===== config.mk =====
export PLATFORM = sky130hd
export DESIGN_NAME = mips_prog_loader
export DESIGN_NICKNAME = d
export VERILOG_FILES = /design/src/rtl/mips_loader_pkg.sv /design/src/rtl/mips_word_assembler.sv /design/src/rtl/mips_prog_loader.sv
export SDC_FILE = /design/constraint.sdc
export NUM_CORES = 1
export LEC_CHECK = 0
export CAP_MARGIN = 5
export CORE_ASPECT_RATIO = 0.8
export CORE_MARGIN = 1.5
export CORE_UTILIZATION = 50
export DETAILED_ROUTE_END_ITERATION = 10
export PLACE_DENSITY = 0.79
export SLEW_MARGIN = 10
export SYNTH_ARGS = -nofsm -noshare
export SYNTH_HDL_FRONTEND = slang
export SYNTH_SLANG_ARGS = --single-unit

===== constraint.sdc =====
create_clock -name clk1 -period 2.3 [get_ports clk1]
set_input_delay 0.46 -clock clk1 [delete_from_list [all_inputs] [get_ports clk1]]
set_output_delay 0.46 -clock clk1 [all_outputs]
set_load 0.05 [all_outputs]

===== src/rtl/mips_loader_pkg.sv =====
// Shared types and helpers for the MIPS32 byte-stream program loader.
// LOADER_CHECKSUM_EN adds the XOR trailer check state.
package mips_loader_pkg;

  typedef enum logic [2:0] {
    S_HDR_HI,
    S_HDR_LO,
    S_WORD,
`ifdef LOADER_CHECKSUM_EN
    S_CHK,
`endif
    S_START,
    S_DONE,
    S_ERR
  } state_e;

  localparam int HDR_BYTES  = 2;
  localparam int WORD_BYTES = 4;

  function automatic logic count_ok(
    input logic [15:0] n,
    input int unsigned depth
  );
    return (n != 16'd0) && (32'(n) <= depth);
  endfunction

endpackage


===== src/rtl/mips_word_assembler.sv =====
// Big-endian byte-to-word assembler for the program loader.
// Emits a word combinationally alongside every 4th accepted byte.
module mips_word_assembler
  import mips_loader_pkg::*;
(
  input  logic        clk,
  input  logic        rst_n,
  input  logic        clr_i,
  input  logic        byte_valid_i,
  input  logic [7:0]  byte_i,
  output logic        word_valid_o,
  output logic [31:0] word_o
);

  logic [23:0] sh_q;
  logic [1:0]  idx_q;

  always_ff @(posedge clk or negedge rst_n) begin
    if (!rst_n) begin
      sh_q  <= '0;
      idx_q <= '0;
    end else if (clr_i) begin
      idx_q <= '0;
    end else if (byte_valid_i) begin
      sh_q  <= {sh_q[15:0], byte_i};
      idx_q <= idx_q + 2'd1;
    end
  end

  assign word_valid_o = byte_valid_i &&
                        (idx_q == 2'(WORD_BYTES - 1));
  assign word_o       = {sh_q, byte_i};

endmodule


===== src/rtl/mips_prog_loader.sv =====
// Length-prefixed byte-stream loader for the MIPS32 instruction memory.
// Define LOADER_CHECKSUM_EN to require a trailing XOR checksum byte.
module mips_prog_loader
  import mips_loader_pkg::*;
#(
  parameter int ADDR_W = 10
) (
  input  logic              clk1,
  input  logic              rst_n,
  input  logic              in_valid,
  input  logic [7:0]        in_data,
  output logic              in_ready,
  output logic              mem_we,
  output logic [ADDR_W-1:0] mem_addr,
  output logic [31:0]       mem_wdata,
  output logic              core_hold,
  output logic              core_start,
  output logic              done,
  output logic              err
);

  localparam int unsigned DEPTH = 2 ** ADDR_W;

  state_e            state_q, state_d;
  logic [7:0]        hi_q;
  logic [ADDR_W-1:0] addr_q, addr_d;
  logic [ADDR_W-1:0] last_q, last_d;
  logic              we_q;
  logic [ADDR_W-1:0] waddr_q;
  logic [31:0]       wdata_q;
  logic              acc;
  logic              wv;
  logic [31:0]       word;
  logic [15:0]       n;

  assign acc = in_valid && in_ready;
  assign n   = {hi_q, in_data};

  mips_word_assembler u_asm (
    .clk          (clk1),
    .rst_n        (rst_n),
    .clr_i        (acc && state_q == S_HDR_LO),
    .byte_valid_i (acc && state_q == S_WORD),
    .byte_i       (in_data),
    .word_valid_o (wv),
    .word_o       (word)
  );

`ifdef LOADER_CHECKSUM_EN
  logic [7:0] xor_q;

  always_ff @(posedge clk1 or negedge rst_n) begin
    if (!rst_n) begin
      xor_q <= '0;
    end else if (acc) begin
      xor_q <= (state_q == S_HDR_HI) ?
               in_data : (xor_q ^ in_data);
    end
  end
`endif

  always_comb begin
    state_d    = state_q;
    addr_d     = addr_q;
    last_d     = last_q;
    in_ready   = 1'b0;
    core_start = 1'b0;
    unique case (state_q)
      S_HDR_HI: begin
        in_ready = 1'b1;
        if (in_valid) state_d = S_HDR_LO;
      end
      S_HDR_LO: begin
        in_ready = 1'b1;
        if (in_valid) begin
          if (!count_ok(n, DEPTH)) begin
            state_d = S_ERR;
          end else begin
            addr_d  = '0;
            last_d  = ADDR_W'(n - 16'd1);
            state_d = S_WORD;
          end
        end
      end
      S_WORD: begin
        in_ready = 1'b1;
        if (wv) begin
          if (addr_q == last_q) begin
`ifdef LOADER_CHECKSUM_EN
            state_d = S_CHK;
`else
            state_d = S_START;
`endif
          end else begin
            addr_d = addr_q + 1'b1;
          end
        end
      end
`ifdef LOADER_CHECKSUM_EN
      S_CHK: begin
        in_ready = 1'b1;
        if (in_valid) begin
          state_d = (in_data == xor_q) ?
                    S_START : S_ERR;
        end
      end
`endif
      // the final write must land before the core runs
      S_START: begin
        if (!we_q) begin
          core_start = 1'b1;
          state_d    = S_DONE;
        end
      end
      default: ;
    endcase
  end

  always_ff @(posedge clk1 or negedge rst_n) begin
    if (!rst_n) begin
      state_q <= S_HDR_HI;
      hi_q    <= '0;
      addr_q  <= '0;
      last_q  <= '0;
      we_q    <= 1'b0;
      waddr_q <= '0;
      wdata_q <= '0;
    end else begin
      state_q <= state_d;
      addr_q  <= addr_d;
      last_q  <= last_d;
      we_q    <= wv;
      if (acc && state_q == S_HDR_HI) hi_q <= in_data;
      if (wv) begin
        waddr_q <= addr_q;
        wdata_q <= word;
      end
    end
  end

  assign mem_we    = we_q;
  assign mem_addr  = waddr_q;
  assign mem_wdata = wdata_q;
  assign done      = (state_q == S_DONE);
  assign err       = (state_q == S_ERR);
  assign core_hold = !(core_start || done);

endmodule


==> impl_metrics.csv <==
group,metric,value,unit
power_and_ir_drop,power_switching_share,0.338,
placement,port_buffers,58,
clock_tree,htreeDepth,3,
power_and_ir_drop,power_frac_seq,0.519,
finish,n_antenna_cell,0,
critical_path,cp.required,2540,ps
timing,fmax,454,MHz
route,ant_nets,0,
placement,dpl.hpwl,6660,um
floorplanning,chipHeight,87.3,um
timing,setup_violations,0,
floorplanning,die_w,108,um
yosys,avgSynthCellArea,12.1,sq um
critical_path,reg2reg_to,"addr_q[4]",
floorplanning,fp.dieArea,0.00945,sq mm
clock_tree,cts_tree,"built",
power_and_ir_drop,p_sw,1490,uW
yosys,synth_nets,381,
global_routing,antenna_found_initial,0,
critical_path,r2r-start,"hi_q[1]",
placement,place.gp.congestion,0.869,
timing,hold_violations,0,
placement,place_ws,-460,ps
floorplanning,ios,59,
route,num_vias,3132,
finish,final_cell_mix,"dfrtp_1 (99), mux2_2 (65), clkdlybuf4s50_1 (49), nand2_1 (28), o21ai_0 (24)",
route,drc_errors,0,
critical_path,cp-end-kind,"register",
yosys,ys.flop_type,"dfrtp_1",
power_and_ir_drop,p_int,2910,uW
finish,syn2layout_area_growth,25.6,%
yosys,synth-edff-count,0,
power_and_ir_drop,vdd_drop_max,0.776,mV
global_routing,grt_max_degree,43,
yosys,postSynthCellCount,366,
clock_tree,clock_latency,360,ps
critical_path,ff2ff_path_depth,5,
finish,fillers,685,
power_and_ir_drop,power_density,789,mW/mm^2
timing,tightest_slew,569,ps
timing,fin_crit_sh,0.957,
clock_tree,clock-root-buffer,"clkbuf_8",
finish,drive_gt1_frac,0.281,
critical_path,crit_type,"input pin to register",
finish,final_common_cell,"dfrtp_1",
route,drtIter0Drc,291,
finish,fin_nets,458,
finish,regArea,0.00250,sq mm
clock_tree,cts_buffer_depth,2,
timing,rsz0062_at_grt,"false",
global_routing,grt_overflow,0,
status,status,"complete, no violations",
timing,maxSlewViolCount,0,
floorplanning,rows,30,
clock_tree,cts_hold_buf,0,
floorplanning,core_area,0.00856,sq mm
route,avgViaCountPerCell,5.59,
route,wire_per_inst,16.6,um
power_and_ir_drop,p_leak,0.00260,uW
critical_path,r2r_slack,180,ps
critical_path,worst_setup_path_start_kind,"input pin",
global_routing,grt_pass1_vias,3222,
yosys,ys_types,46,
timing,setup_slack,99.0,ps
clock_tree,cts_buffers,9,
yosys,yosysWarnings,0,
route,dr.pass1.iters,5,
clock_tree,clkTransAtPathRegs,100,ps
yosys,ys_seq_area_frac,0.564,
timing,slew_headroom,0.621,
timing,clock_skew,8.09,ps
run,max_cap_viol_count,0,
critical_path,critical_path_arrival,2440,ps
yosys,ys_seq_elements,100,
floorplanning,initial_core_util,0.518,
global_routing,grt_first_pass_wirelength,15800,um
global_routing,track_usage,0.218,
finish,postLayoutCoreUtil,0.651,
hold_path,min_path_type,"input pin to asynchronous set/reset pin",
finish,multi_input_area,0.00182,sq mm
clock_tree,cts_num_sinks,100,
yosys,async_flop_share,1.00,
power_and_ir_drop,combPwrFrac,0.235,
power_and_ir_drop,clkPwrFrac,0.246,
critical_path,crit_path_max_fanout,9,
route,wl,9280,um
timing,finalCriticalPeriod,2200,ps
yosys,synth.cell_area,0.00444,sq mm
area by class of cell:
class	count	area share
inverters	15	0.0101
multi-input cells	234	0.326
well taps	112	0.0251
clock inverters	6	0.0106
clock buffers	10	0.0247
repair buffers	83	0.154
flip-flops and latches	100	0.449
worst max-delay path by stage:
stage                from   endpoint  slack [ps]  cells after the start
2_1_floorplan  in_data[2]  addr_q[7]          40                      7
3_3_place_gp   in_data[7]  addr_q[4]        -440                      6
3_5_place_dp   in_data[7]  addr_q[4]        -460                      6
4_1_cts        in_data[6]  addr_q[4]           2                      7
5_1_grt        state_q[0]  core_hold         0.1                      5
6_report       in_data[4]  addr_q[4]         100                      6
logic make-up (layout without fill, tap and decap cells):
family / after synthesis / count (layout) / synth area share
simple gates: 89 / 89 / 0.104
compound gates: 56 / 56 / 0.0855
xor+xnor: 17 / 17 / 0.0336
fa+ha+maj: 4 / 4 / 0.0113
buf+inv: 32 / 114 / 0.0302
flops: 100 / 100 / 0.564
mux: 68 / 68 / 0.172
what timing repair did:
| action | in CTS | in global routing |
|---|---|---|
| pin swaps | 3 | 8 |
| endpoints found under the hold margin | 0 | 0 |
| endpoints found under the setup margin | 10 | 11 |
| setup buffers | 0 | 1 |
| resized for setup | 3 | 4 |
| cloned | 0 | 0 |
worst max-delay path: stages:
cell and delay (ps):
clkdlybuf4s50_1 420, or4_4 580, or4_4 460, and4_4 210
o211ai_1 190, a22oi_1 110
Yosys cell counts, drive strengths merged (8+ instances only):
cell    instances  area (sq um)
nor3            9          55.1
xor2           14           123
nand2          29           109
mux2           65           732
nor2           13          48.8
nand3           9          45.0
clkbuf         10          38.8
o211ai          8          60.1
dfrtp         100          2500
inv            15          56.3
o21ai          25           125
metal layers:
layer,vias to the layer above,track usage,wire (um)
met5,-,0,0
met4,0,0.0431,89
met3,9,0.0486,398
met2,94,0.343,4460
met1,1586,0.313,4330
li1,1443,-,-
flip-flops by register name (all words and copies together), names as in the netlist:
name	flops
mem_wdata	32
u_asm.sh_q	24
addr_q	10
last_q	10
mem_addr	10
hi_q	8
state_q	3
u_asm.idx_q	2
mem_we	1
through the flow:
stage                     TNS (ps)  power (uW)  std cells  hold WS [ps]  area [sq um]
after global placement       -7270        3290        544           469          5360
after detailed placement     -7660        3330        544           475          5360
after floorplan                  0        2930        366           164          4440
final                            0        4400        560          77.9          5570
after global routing             0        4640        560           105          5570
after CTS                        0        4420        560          87.0          5560
power by group through the flow:
stage               Combinational [uW]  Sequential, uW  Clock, uW
global route                      1140            2320       1170
detailed placement                1020            2310          0
CTS                               1030            2280       1110
floorplan                          685            2250          0
global placement                   987            2300          0
finish                            1030            2280       1080
(Power assumes the default switching activity.)
